===== src/rtl/eu_pkg.sv =====
// eu_pkg: shared types and constants for the execution-unit sequencer.
//   - FSM state enum (IDLE/EXEC/RESP)
//   - datapath widths and register-file geometry
//   - instruction field bit positions
//   - op-class constants and a small class-decode helper
package eu_pkg;

    localparam int unsigned BUS_WIDTH = 16;
    localparam int unsigned NUM_REGS  = 8;
    localparam int unsigned REG_AW    = 3;
    localparam int unsigned OP_W      = 4;
    localparam int unsigned INSTR_W   = 16;

    // Instruction layout: [15:12] op, [11:9] rd, [8:6] ra, [5:3] rb, [2:0] reserved
    localparam int unsigned OP_MSB   = 15;
    localparam int unsigned OP_LSB   = 12;
    localparam int unsigned RD_MSB   = 11;
    localparam int unsigned RD_LSB   = 9;
    localparam int unsigned RA_MSB   = 8;
    localparam int unsigned RA_LSB   = 6;
    localparam int unsigned RB_MSB   = 5;
    localparam int unsigned RB_LSB   = 3;
    localparam int unsigned RSVD_MSB = 2;

    // Op classes: arithmetic is any op with op[3]==0; logic/shift by op[3:2]
    localparam logic       CLASS_ARITH_MSB = 1'b0;
    localparam logic [1:0] CLASS_LOGIC     = 2'b10;
    localparam logic [1:0] CLASS_SHIFT     = 2'b11;

    typedef enum logic [1:0] {
        IDLE = 2'd0,
        EXEC = 2'd1,
        RESP = 2'd2
    } state_e;

    // Only arithmetic ops update the zero flag
    function automatic logic op_is_arith(input logic [OP_W-1:0] op);
        return op[OP_W-1] == CLASS_ARITH_MSB;
    endfunction

endpackage


===== src/rtl/eu_sequencer_if.sv =====
// eu_sequencer_if: instruction, register-load, EU and result signals of the sequencer.
//   master : sequencer side (drives instr_ready, EU operands, result stream, z_flag)
//   slave  : environment side (fetch/control, EU, result consumer)
interface eu_sequencer_if;
    import eu_pkg::*;

    logic                 instr_valid;
    logic                 instr_ready;
    logic [INSTR_W-1:0]   instr;
    logic                 ld_en;
    logic [REG_AW-1:0]    ld_addr;
    logic [BUS_WIDTH-1:0] ld_data;
    logic [OP_W-1:0]      eu_op_select;
    logic [BUS_WIDTH-1:0] eu_a;
    logic [BUS_WIDTH-1:0] eu_b;
    logic [BUS_WIDTH-1:0] eu_data_in;
    logic                 eu_zero;
    logic                 res_valid;
    logic                 res_ready;
    logic [BUS_WIDTH-1:0] res_data;
    logic [REG_AW-1:0]    res_rd;
    logic                 z_flag;

    modport master (
        input  instr_valid, instr, ld_en, ld_addr, ld_data,
               eu_data_in, eu_zero, res_ready,
        output instr_ready, eu_op_select, eu_a, eu_b,
               res_valid, res_data, res_rd, z_flag
    );

    modport slave (
        output instr_valid, instr, ld_en, ld_addr, ld_data,
               eu_data_in, eu_zero, res_ready,
        input  instr_ready, eu_op_select, eu_a, eu_b,
               res_valid, res_data, res_rd, z_flag
    );

endinterface


===== src/rtl/eu_seq_regfile.sv =====
// eu_seq_regfile: NUM_REGS x BUS_WIDTH register file.
//   clk, rst          : clock, async active-high clear of all entries
//   we/waddr/wdata    : single write port
//   raddr_a/rdata_a   : combinational read port A
//   raddr_b/rdata_b   : combinational read port B
module eu_seq_regfile
    import eu_pkg::*;
(
    input  logic                 clk,
    input  logic                 rst,
    input  logic                 we,
    input  logic [REG_AW-1:0]    waddr,
    input  logic [BUS_WIDTH-1:0] wdata,
    input  logic [REG_AW-1:0]    raddr_a,
    output logic [BUS_WIDTH-1:0] rdata_a,
    input  logic [REG_AW-1:0]    raddr_b,
    output logic [BUS_WIDTH-1:0] rdata_b
);

    logic [BUS_WIDTH-1:0] regs_q [NUM_REGS];
    logic [BUS_WIDTH-1:0] regs_d [NUM_REGS];

    // Next-state: hold all entries, overwrite the addressed one on write
    always_comb begin
        regs_d = regs_q;
        if (we) begin
            regs_d[waddr] = wdata;
        end
    end

    always_ff @(posedge clk or posedge rst) begin
        if (rst) begin
            for (int i = 0; i < int'(NUM_REGS); i++) begin
                regs_q[i] <= '0;
            end
        end else begin
            regs_q <= regs_d;
        end
    end

    assign rdata_a = regs_q[raddr_a];
    assign rdata_b = regs_q[raddr_b];

endmodule


===== src/rtl/eu_sequencer.sv =====
// eu_sequencer: initiator side of the EU micro-operation interface.
//   clk, rst : clock, async active-high reset
//   bus      : eu_sequencer_if.master
//              instr_valid/instr_ready/instr : instruction handshake
//              ld_en/ld_addr/ld_data         : single-cycle register load (IDLE only)
//              eu_op_select/eu_a/eu_b        : registered EU inputs
//              eu_data_in/eu_zero            : combinational EU result
//              res_valid/res_ready/res_data/res_rd : result stream
//              z_flag                        : sticky zero flag (arithmetic ops only)
module eu_sequencer
    import eu_pkg::*;
(
    input  logic          clk,
    input  logic          rst,
    eu_sequencer_if.master bus
);

    state_e               state_q,     state_d;
    logic [OP_W-1:0]      op_q,        op_d;
    logic [BUS_WIDTH-1:0] a_q,         a_d;
    logic [BUS_WIDTH-1:0] b_q,         b_d;
    logic [REG_AW-1:0]    rd_q,        rd_d;
    logic [BUS_WIDTH-1:0] res_data_q,  res_data_d;
    logic [REG_AW-1:0]    res_rd_q,    res_rd_d;
    logic                 res_valid_q, res_valid_d;
    logic                 z_q,         z_d;

    logic                 instr_ready_c;
    logic                 rf_we_c;
    logic [REG_AW-1:0]    rf_waddr_c;
    logic [BUS_WIDTH-1:0] rf_wdata_c;
    logic [BUS_WIDTH-1:0] rf_rdata_a;
    logic [BUS_WIDTH-1:0] rf_rdata_b;

    logic [OP_W-1:0]      instr_op;
    logic [REG_AW-1:0]    instr_rd;
    logic [REG_AW-1:0]    instr_ra;
    logic [REG_AW-1:0]    instr_rb;
    logic                 unused_rsvd;

    assign instr_op    = bus.instr[OP_MSB:OP_LSB];
    assign instr_rd    = bus.instr[RD_MSB:RD_LSB];
    assign instr_ra    = bus.instr[RA_MSB:RA_LSB];
    assign instr_rb    = bus.instr[RB_MSB:RB_LSB];
    assign unused_rsvd = ^bus.instr[RSVD_MSB:0];

    // Write port is shared: loads only in IDLE, writeback only in EXEC
    eu_seq_regfile u_regfile (
        .clk     (clk),
        .rst     (rst),
        .we      (rf_we_c),
        .waddr   (rf_waddr_c),
        .wdata   (rf_wdata_c),
        .raddr_a (instr_ra),
        .rdata_a (rf_rdata_a),
        .raddr_b (instr_rb),
        .rdata_b (rf_rdata_b)
    );

    // Next-state and datapath control
    always_comb begin
        state_d       = state_q;
        op_d          = op_q;
        a_d           = a_q;
        b_d           = b_q;
        rd_d          = rd_q;
        res_data_d    = res_data_q;
        res_rd_d      = res_rd_q;
        res_valid_d   = res_valid_q;
        z_d           = z_q;
        instr_ready_c = 1'b0;
        rf_we_c       = 1'b0;
        rf_waddr_c    = bus.ld_addr;
        rf_wdata_c    = bus.ld_data;

        unique case (state_q)
            IDLE: begin
                // A load takes priority; the instruction stays pending
                instr_ready_c = !bus.ld_en;
                if (bus.ld_en) begin
                    rf_we_c = 1'b1;
                end else if (bus.instr_valid) begin
                    op_d    = instr_op;
                    a_d     = rf_rdata_a;
                    b_d     = rf_rdata_b;
                    rd_d    = instr_rd;
                    state_d = EXEC;
                end
            end
            EXEC: begin
                rf_we_c     = 1'b1;
                rf_waddr_c  = rd_q;
                rf_wdata_c  = bus.eu_data_in;
                res_data_d  = bus.eu_data_in;
                res_rd_d    = rd_q;
                res_valid_d = 1'b1;
                if (op_is_arith(op_q)) begin
                    z_d = bus.eu_zero;
                end
                state_d = RESP;
            end
            RESP: begin
                if (bus.res_ready) begin
                    res_valid_d = 1'b0;
                    state_d     = IDLE;
                end
            end
            default: begin
                state_d = IDLE;
            end
        endcase
    end

    always_ff @(posedge clk or posedge rst) begin
        if (rst) begin
            state_q     <= IDLE;
            op_q        <= '0;
            a_q         <= '0;
            b_q         <= '0;
            rd_q        <= '0;
            res_data_q  <= '0;
            res_rd_q    <= '0;
            res_valid_q <= 1'b0;
            z_q         <= 1'b0;
        end else begin
            state_q     <= state_d;
            op_q        <= op_d;
            a_q         <= a_d;
            b_q         <= b_d;
            rd_q        <= rd_d;
            res_data_q  <= res_data_d;
            res_rd_q    <= res_rd_d;
            res_valid_q <= res_valid_d;
            z_q         <= z_d;
        end
    end

    assign bus.instr_ready  = instr_ready_c;
    assign bus.eu_op_select = op_q;
    assign bus.eu_a         = a_q;
    assign bus.eu_b         = b_q;
    assign bus.res_valid    = res_valid_q;
    assign bus.res_data     = res_data_q;
    assign bus.res_rd       = res_rd_q;
    assign bus.z_flag       = z_q;

endmodule


===== src/flat_wrapper.sv =====
// flat-port wrapper written by rule: the top's interface ports become plain ports
module eu_sequencer_flat import eu_pkg::*;
  (clk, rst, bus_instr_valid, bus_instr, bus_ld_en, bus_ld_addr, bus_ld_data, bus_eu_data_in, bus_eu_zero, bus_res_ready, bus_instr_ready, bus_eu_op_select, bus_eu_a, bus_eu_b, bus_res_valid, bus_res_data, bus_res_rd, bus_z_flag);
  eu_sequencer_if bus_i ();
  input  logic clk;
  input  logic rst;
  input wire logic [$bits(bus_i.instr_valid)-1:0] bus_instr_valid;
  input wire logic [$bits(bus_i.instr)-1:0] bus_instr;
  input wire logic [$bits(bus_i.ld_en)-1:0] bus_ld_en;
  input wire logic [$bits(bus_i.ld_addr)-1:0] bus_ld_addr;
  input wire logic [$bits(bus_i.ld_data)-1:0] bus_ld_data;
  input wire logic [$bits(bus_i.eu_data_in)-1:0] bus_eu_data_in;
  input wire logic [$bits(bus_i.eu_zero)-1:0] bus_eu_zero;
  input wire logic [$bits(bus_i.res_ready)-1:0] bus_res_ready;
  output wire logic [$bits(bus_i.instr_ready)-1:0] bus_instr_ready;
  output wire logic [$bits(bus_i.eu_op_select)-1:0] bus_eu_op_select;
  output wire logic [$bits(bus_i.eu_a)-1:0] bus_eu_a;
  output wire logic [$bits(bus_i.eu_b)-1:0] bus_eu_b;
  output wire logic [$bits(bus_i.res_valid)-1:0] bus_res_valid;
  output wire logic [$bits(bus_i.res_data)-1:0] bus_res_data;
  output wire logic [$bits(bus_i.res_rd)-1:0] bus_res_rd;
  output wire logic [$bits(bus_i.z_flag)-1:0] bus_z_flag;
  assign bus_i.instr_valid = bus_instr_valid;
  assign bus_i.instr = bus_instr;
  assign bus_i.ld_en = bus_ld_en;
  assign bus_i.ld_addr = bus_ld_addr;
  assign bus_i.ld_data = bus_ld_data;
  assign bus_i.eu_data_in = bus_eu_data_in;
  assign bus_i.eu_zero = bus_eu_zero;
  assign bus_i.res_ready = bus_res_ready;
  assign bus_instr_ready = bus_i.instr_ready;
  assign bus_eu_op_select = bus_i.eu_op_select;
  assign bus_eu_a = bus_i.eu_a;
  assign bus_eu_b = bus_i.eu_b;
  assign bus_res_valid = bus_i.res_valid;
  assign bus_res_data = bus_i.res_data;
  assign bus_res_rd = bus_i.res_rd;
  assign bus_z_flag = bus_i.z_flag;
  eu_sequencer u_core (.clk(clk), .rst(rst), .bus(bus_i));
endmodule

===== config.mk =====
export PLATFORM = sky130hd
export DESIGN_NAME = eu_sequencer_flat
export DESIGN_NICKNAME = d
export VERILOG_FILES = /design/src/rtl/eu_pkg.sv /design/src/rtl/eu_sequencer_if.sv /design/src/rtl/eu_seq_regfile.sv /design/src/rtl/eu_sequencer.sv /design/src/flat_wrapper.sv
export SDC_FILE = /design/constraint.sdc
export NUM_CORES = 1
export LEC_CHECK = 0
export BUFFER_PORTS_ARGS = -buffer_cell sky130_fd_sc_hd__buf_2
export CELL_PAD_IN_SITES_DETAIL_PLACEMENT = 1
export CELL_PAD_IN_SITES_GLOBAL_PLACEMENT = 1
export CORE_UTILIZATION = 47
export DETAILED_ROUTE_END_ITERATION = 10
export PLACE_DENSITY = 0.81
export RECOVER_POWER = 25
export SLEW_MARGIN = 20
export SYNTH_ARGS = -nofsm -noshare
export SYNTH_HDL_FRONTEND = slang
export SYNTH_SLANG_ARGS = --single-unit
export TNS_END_PERCENT = 30

===== constraint.sdc =====
create_clock -name clk -period 10 [get_ports clk]
set_clock_uncertainty 0.15 [all_clocks]
set_input_delay 2.5 -clock clk [delete_from_list [all_inputs] [get_ports clk]]
set_output_delay 2.5 -clock clk [all_outputs]
set_load 0.03 [all_outputs]

==> results.md, run 1 <==
- Setup-failing EPs final: 0
- Horizontal die dimension: 143 µm
- R2R Setup Slk: 6680 ps
- Unrepaired setup endpoints after global routing: false
- Cell type with the highest aggregate area in the netlist: dfrtp_1
- RePlAce Congestion: 0.729
- Period minus WS final: 6390 ps
- Worst path slowest cell: clkinvlp_2
- Top-count cell post-synth: dfrtp_1
- Count of cells resized by post-cts repair: 0
- Count of flip-flops with a built-in enable after synthesis: 0
- Total number of yosys warnings: 0
- Leak pwr: 5.23 nW
- Estimated wirelength of the detail-placed design: 15100 µm
- Num Clock Sinks: 190
- Wire length of the first global-routing pass: 40000 µm
- Number of top-level design ports: 115
- Post-layout net count: 942
- Synth area leaders: dfrtp_1 (51%), mux2_2 (15%), mux2i_1 (14%)
- Length of the first detailed-routing pass in iterations: 5
- CTS HTree Levels: 4
- Most frequent cells after synthesis: dfrtp_1 (190), nand2_1 (158), mux2i_1 (130)
- Total detailed-routing wirelength: 24700 µm
- Total setup buffers inserted after CTS: 0
- Prevailing post-synth register cell: dfrtp_1
- Vias after detailed routing: 6541
- Worst R2R End: u_core.u_regfile.regs_q[15]
- Fin crit share: 63.9%
- Crit Path Max Fanout: 123
- Worst slew margin relative to its limit: -260%
- Synthesized Nets: 859
- Initial Utilization: 48.2%
- Clock latency on the worst-skew pair: 440 ps
- Actual transition at the worst max-transition pin: 5370 ps
- Post-synthesis sequential area ratio: 50.6%
- Growth of design area from synthesis to finish: 13.5%
- Standard-cell row count: 51
- Critical Path Source: rst
- Post-synthesis cell type count: 30
- Area share of the leading cell type in the synthesized netlist: 50.6%
- Inserted Clock Buffers: 17
- Final Non-Filler Cells: 1164
- Highest clock rate: 0.157 GHz
- Iter 0 DRT Violations: 362
- Worst reg2reg path startpoint: u_core.state_q[1]
- Cell-by-cell listing of the critical path: buf_2, clkinvlp_2, buf_4
- Buffers plus inverters on the worst setup path: 3
- Number of buffers inserted by port buffering: 111
- Violations in the final reports: max-capacitance violations, max-slew violations
- Required arrival time at the worst endpoint: 10300 ps
- Slew Viols, Final: 165
- Delay of the slowest cell on the worst path: 2970 ps
- Number of cells on the worst reg-to-reg path: 4
- Synthesized area: 9410 µm²
- Final hold violation count: 0
- Critical path depth in cells: 3
- Max cap viols: 2
- Instance count after placement with tap cells included: 1131
- Status: complete, but fails checks
- Critical Setup Path Class: in2async
- Routed via count divided by cell count: 5.62
- Crit. End Element: async pin
- Arrival time of data at the critical path endpoint: 6690 ps
- GR Overflow Total: 0
- Final setup TNS: 0 ps
- Global-route usage over all layers: 26.2%
- Clock tree from TritonCTS: done
- Initial antenna violation count: 1
- Number of flip-flops and latches in the synthesized netlist: 190
- Power per cell area: 292 nW/µm²
- Vertical die dimension: 143 µm
- Number of remaining DRC errors: 0
- Reg clk slew, reported paths: 70 ps
- Maximum vdd ir drop: 0.149 mV
- Critical Path Source Type: input pin
- FFs w/ async S/R, synth: 100%
- Worst setup endpoint: u_core.u_regfile.regs_q[78]
- Share of final-layout standard cells stronger than drive strength 1: 33.7%
- Clock tree root buffer cell: clkbuf_16
- Synthesized area divided by synthesized cell count: 11.7 µm²
- Mean routed wirelength per cell: 21.3 µm
- Max clock buf depth: 2
- Residual antenna-violating net count after detailed routing: 0
- Vias in the first global route: 7211
- Die footprint: 20600 µm²
- Critical path's top delay family: buffers and inverters
- Number of hold-repair buffers added at the cts stage: 0
- Pin count of the biggest net entering global routing: 124
- Syn Inst Count: 802
- Kind of path behind the tightest hold check: reg2reg
- Placeable core region: 19500 µm²
[area by class of cell]
| class | count | area, µm² |
|---|---|---|
| Inverter | 4 | 16.3 |
| Multi-Input combinational cell | 555 | 4360 |
| Clock inverter | 9 | 109 |
| Fill cell | 2056 | 8850 |
| Sequential cell | 190 | 4750 |
| Timing Repair Buffer | 117 | 609 |
| Tap cell | 265 | 332 |
| Antenna cell | 1 | 2.50 |
| Clock buffer | 23 | 488 |
[metal layers]
metal	track usage, %	vias up	part of all wire (%)
met5	0	-	0
met4	8.01	0	1.4
met3	5.13	29	4.2
met2	43.2	166	48
met1	35.0	3327	46
li1	-	3019	-
[worst register-to-register path: stages (launching register included)]
cell and delay [ps]:
dfrtp_1 580, nand2b_1 1180, mux2i_1 320, nand2_2 550, mux2_2 420
[logic make-up (layout without fill, tap and decap cells)]
| kind of cell | after synthesis | count (layout) | synth area share [%] |
|---|---|---|---|
| other | 0 | 1 | 0 |
| AOI/OAI and AO/OA | 103 | 103 | 7.46 |
| muxes | 266 | 266 | 30.5 |
| buffers and inverters | 57 | 153 | 3.21 |
| and+or+nand+nor | 186 | 186 | 8.26 |
| DFF | 190 | 190 | 50.6 |
[state kept, by name (all words and copies together), names as in the netlist]
| name | cells |
|---|---|
| u_core.bus.res_data | 16 |
| u_core.bus.res_valid | 1 |
| u_core.bus.eu_op_select | 4 |
| u_core.bus.eu_b | 16 |
| u_core.state_q | 2 |
| u_core.bus.res_rd | 3 |
| u_core.bus.z_flag | 1 |
| u_core.bus.eu_a | 16 |
| u_core.u_regfile.regs_q | 128 |
| u_core.rd_q | 3 |
[cells in the final DEF, fill, tap and decap left out, types with 2 or more instances in the layout]
| master | synthesis | final |
|---|---|---|
| clkbuf_8 | 0 | 4 |
| and2_1 | 2 | 2 |
| o21ai_0 | 28 | 28 |
| clkinv_2 | 0 | 2 |
| nor2b_2 | 0 | 5 |
| clkbuf_16 | 0 | 17 |
| a22oi_1 | 64 | 64 |
| clkbuf_1 | 21 | 2 |
| inv_1 | 4 | 3 |
| bufinv_16 | 0 | 2 |
| buf_4 | 3 | 7 |
| o21ai_1 | 5 | 5 |
| nand2_2 | 6 | 7 |
| clkinvlp_4 | 0 | 4 |
| buf_2 | 24 | 109 |
| mux2i_1 | 130 | 130 |
| a21oi_1 | 2 | 2 |
| nand2b_1 | 2 | 3 |
| nor2_1 | 5 | 3 |
| mux2_2 | 126 | 126 |
| nor2_2 | 0 | 2 |
| dfrtp_1 | 190 | 190 |
| mux2_4 | 10 | 10 |
| nor2b_1 | 7 | 2 |
| nand2_1 | 158 | 157 |
[where the power goes]
part	total [mW]	switching [mW]	internal, mW	leakage [nW]
registers	1.38	0.265	1.12	2.30
clock network	0.691	0.296	0.395	0.281
logic	1.04	0.566	0.472	2.64
[worst min path at each step]
stage                      startpoint                     end  slack [ps]  cells after the start
3_3_place_gp   u_core.bus.res_data[6]  u_core.bus.res_data[6]         300                      2
6_report           u_core.bus.eu_a[5]      u_core.bus.eu_a[5]         320                      2
2_1_floorplan          u_core.rd_q[0]    u_core.bus.res_rd[0]         320                      2
4_1_cts            u_core.bus.eu_a[5]      u_core.bus.eu_a[5]         330                      2
3_5_place_dp     u_core.bus.res_rd[2]    u_core.bus.res_rd[2]         310                      2
5_1_grt           u_core.bus.eu_b[10]     u_core.bus.eu_b[10]         340                      2
[through the flow]
| step | power, mW | utilization [%] | area, µm² | hold WS (ps) | worst slack, ps |
|---|---|---|---|---|---|
| 3_5_place_dp | 2.42 | 51.6 | 10100 | 308 | 4270 |
| 5_1_grt | 3.30 | 54.6 | 10700 | 338 | 2700 |
| 3_3_place_gp | 2.34 | 51.6 | 10100 | 303 | 4280 |
| 2_1_floorplan | 2.10 | - | 9410 | 319 | 2180 |
| 4_1_cts | 3.13 | 54.7 | 10700 | 332 | 4260 |
| 6_report | 3.11 | 54.7 | 10700 | 322 | 3610 |
(Power assumes the default switching activity.)
==> inputs of run 2 (changes only) <==
--- a/config.mk
+++ b/config.mk
@@ -5,12 +5,13 @@
 export SDC_FILE = /design/constraint.sdc
 export NUM_CORES = 1
 export LEC_CHECK = 0
+export ABC_AREA = 1
 export BUFFER_PORTS_ARGS = -buffer_cell sky130_fd_sc_hd__buf_2
 export CELL_PAD_IN_SITES_DETAIL_PLACEMENT = 1
 export CELL_PAD_IN_SITES_GLOBAL_PLACEMENT = 1
-export CORE_UTILIZATION = 47
+export CORE_UTILIZATION = 38
 export DETAILED_ROUTE_END_ITERATION = 10
-export PLACE_DENSITY = 0.81
+export PLACE_DENSITY = 0.77
 export RECOVER_POWER = 25
 export SLEW_MARGIN = 20
 export SYNTH_ARGS = -nofsm -noshare
==> constraint.sdc (replaced) <==
create_clock -name clk -period 5.12 [get_ports clk]
set_clock_uncertainty 0.15 [all_clocks]
set_input_delay 1.28 -clock clk [delete_from_list [all_inputs] [get_ports clk]]
set_output_delay 1.28 -clock clk [all_outputs]
set_load 0.03 [all_outputs]
==> results.md, run 2 <==
- Dominant combinational cell family by area after synthesis: simple AND/OR/NAND/NOR gates
- Final standard cell utilization of the core: 44.1%
- Max clock buf depth: 2
- Cell type with the highest aggregate area in the netlist: dfrtp_1
- Critical Path Source Type: flip-flop
- Actual transition at the worst max-transition pin: 1580 ps
- FFs w/ async S/R, synth: 100%
- Clock latency on the worst-skew pair: 460 ps
- Clock tree root buffer cell: clkbuf_16
- Tot Pwr: 5.90 mW
- Number of remaining DRC errors: 7
- Post-synthesis sequential area ratio: 46.5%
- Wire length on met1: 16500 µm
- Arrival time of data at the critical path endpoint: 3790 ps
- Crit Path Max Fanout: 52
- Status: complete, but fails checks
- Synthesized-area fraction occupied by and/or/nand/nor cells: 44.0%
- Area share of the leading cell type in the synthesized netlist: 46.5%
- Unrepaired setup endpoints after global routing: false
- Initial antenna violation count: 0
- Slew Viols, Final: 61
- Maximum vdd ir drop: 0.226 mV
- Iter 0 DRT Violations: 721
- Antenna diode count: 0
- Inserted Clock Buffers: 17
- Most used cells in the layout excluding fill and tap cells: nand2_1 (712), nand3_1 (340), dfrtp_1 (190)
- Instance count after placement with tap cells included: 1880
- Pin count of the biggest net entering global routing: 101
- Adder and majority gate portion of the synthesized area: 0%
- Post-synthesis cell type count: 17
- Final setup TNS: 0 ps
- Top-count cell post-synth: nand2_1
- Final Non-Filler Cells: 1912
- Fraction of synthesized area in multiplexers: 0.110%
- Vias after detailed routing: 10.1k
- Period minus WS final: 3610 ps
- Final hold violation count: 0
- Compound-cell area share of the yosys netlist: 0.245%
- Clock tree from TritonCTS: done
- Most common cell after layout, fill and taps aside: nand2_1
- Power per cell area: 510 nW/µm²
- Length of the first detailed-routing pass in iterations: 8
- Horizontal die dimension: 166 µm
- Num Clock Sinks: 190
- CTS HTree Levels: 4
- Worst path slowest cell: nand2_1
- Count of flip-flops with a built-in enable after synthesis: 0
- Global-route usage over all layers: 28.0%
- Worst slew margin relative to its limit: -5.27%
- Most common cell on crit path: nand2_1
- Kind of path behind the tightest hold check: reg2reg
- Placeable core region: 26200 µm²
- Routed via count divided by cell count: 5.30
- Mean routed wirelength per cell: 19.7 µm
- Fill cell count: 3410
- Most frequent cells after synthesis: nand2_1 (711), nand3_1 (340), dfrtp_1 (190)
- Violations in the final reports: design-rule violations, max-capacitance violations, max-slew violations
- Syn Inst Count: 1502
- Synthesized Nets: 1559
- Total setup buffers inserted after CTS: 0
- Met3 Wirelength: 2390 µm
- Multi-input gate area: 4540 µm²
- Number of flip-flops and latches in the synthesized netlist: 190
- Post-layout net count: 1621
- Share of final-layout standard cells stronger than drive strength 1: 11.7%
- Synthesized area: 10200 µm²
- Area used by sequential logic in the layout: 4750 µm²
- Highest clock rate: 0.277 GHz
- Growth of design area from synthesis to finish: 13.0%
- Initial Utilization: 39.0%
- Setup-failing EPs final: 0
- Vertical die dimension: 166 µm
- Met2 WL: 18100 µm
- Uppermost layer routed: met4
- Synth area leaders: dfrtp_1 (46%), nand2_1 (26%), nand3_1 (17%)
- Max cap viols: 2
- Delay of the slowest cell on the worst path: 960 ps
- Register bank with the most flops: u_core.u_regfile.regs_q
- Residual antenna-violating net count after detailed routing: 0
- Count of cells resized by post-cts repair: 0
- Flip-flop count of the largest register after layout: 128
- Standard-cell row count: 59
- Synthesized area divided by synthesized cell count: 6.81 µm²
- Number of top-level design ports: 115
- Estimated wirelength of the detail-placed design: 23100 µm
- Number of hold-repair buffers added at the cts stage: 0
- RePlAce Congestion: 0.793
- Xor/xnor share of the synthesized area: 0%
- GR Overflow Total: 0
- Die footprint: 27600 µm²
- Total detailed-routing wirelength: 37700 µm
- Crit. End Element: flip-flop
- Total number of yosys warnings: 0
- Critical Setup Path Class: reg2reg
- Reg clk slew, reported paths: 70 ps
- Vias in the first global route: 10.5k
- Fin crit share: 70.5%
- Required arrival time at the worst endpoint: 5300 ps
- Wire length of the first global-routing pass: 59200 µm
- Number of buffers inserted by port buffering: 111
- Leak pwr: 6.62 nW
- Cell-by-cell listing of the critical path: inv_1, nand2_1, nand2_1, nand2_1, nand2_2, inv_4, nand2_2, nand2_1, nand2_1
- Prevailing post-synth register cell: dfrtp_1
[run 2: changes by cell type in the layout (fill, tap and decap cells not counted), sizes merged, moves of 4 or more]
| cell | delta |
|---|---|
| mux2i | -130 |
| a22oi | -64 |
| nand3 | +340 |
| clkinvlp | -4 |
| inv | +148 |
| a21oi | -4 |
| nor2b | -7 |
| o21ai | -28 |
| clkinv | +5 |
| mux2 | -135 |
| buf | +13 |
| nor2 | +4 |
| nand2 | +557 |
[run 2: path summary, 6_finish.rpt]
kind / startpoint / endpoint / slack (ps) / cells after the start
max in group asynchronous: rst / u_core.u_regfile.regs_q[2] / 1670 / 3
hold reg to reg: u_core.u_regfile.regs_q[68] / u_core.u_regfile.regs_q[68] / 320 / 2
hold / removal: u_core.u_regfile.regs_q[68] / u_core.u_regfile.regs_q[68] / 320 / 2
setup / recovery: u_core.state_q[1] / u_core.u_regfile.regs_q[102] / 1510 / 9
setup reg to reg: u_core.state_q[1] / u_core.u_regfile.regs_q[102] / 1510 / 9
min in group asynchronous: rst / u_core.bus.res_data[7] / 990 / 2
[run 2: cell families (layout without fill, tap and decap cells)]
family | Yosys count | count (layout)
buf+inv | 236 | 311
flops | 190 | 190
compound gates | 5 | 5
mux | 1 | 1
simple gates | 1070 | 1070
[run 2: critical path: cells and delay by family (launching register included)]
family	cells	cell delay [ps]
buffers and inverters	2	630
flip-flops	1	400
AND/OR/NAND/NOR	7	2300
[run 2: layout make-up]
type                    instances  area share, %
multi-input cells            1076           39.2
flip-flops and latches        190           41.1
well taps                     335           3.62
clock buffers                  19           3.92
clock inverters                13           1.08
inverters                     147           4.80
repair buffers                132           6.24
[run 2: metal layers]
metal  global-route usage, %  vias to the layer above
met2                    48.1                      306
met3                    5.10                       38
met4                    7.40                        0
met1                    36.3                     5005
li1                        -                     4787
met5                       0                        -
[run 2: power by group]
part	internal, mW	total (mW)	switching, mW
Combinational	0.638	2.14	1.50
Clock	0.669	1.33	0.663
Sequential	2.10	2.43	0.326
[run 2: metrics by stage]
stage	worst slack, ps	instance area (µm²)	hold slack (ps)
final	1510	11600	322
after global routing	1110	11600	340
after CTS	1900	11600	325
after detailed placement	1740	11000	308
after global placement	1800	11000	303
after floorplan	1240	10200	292
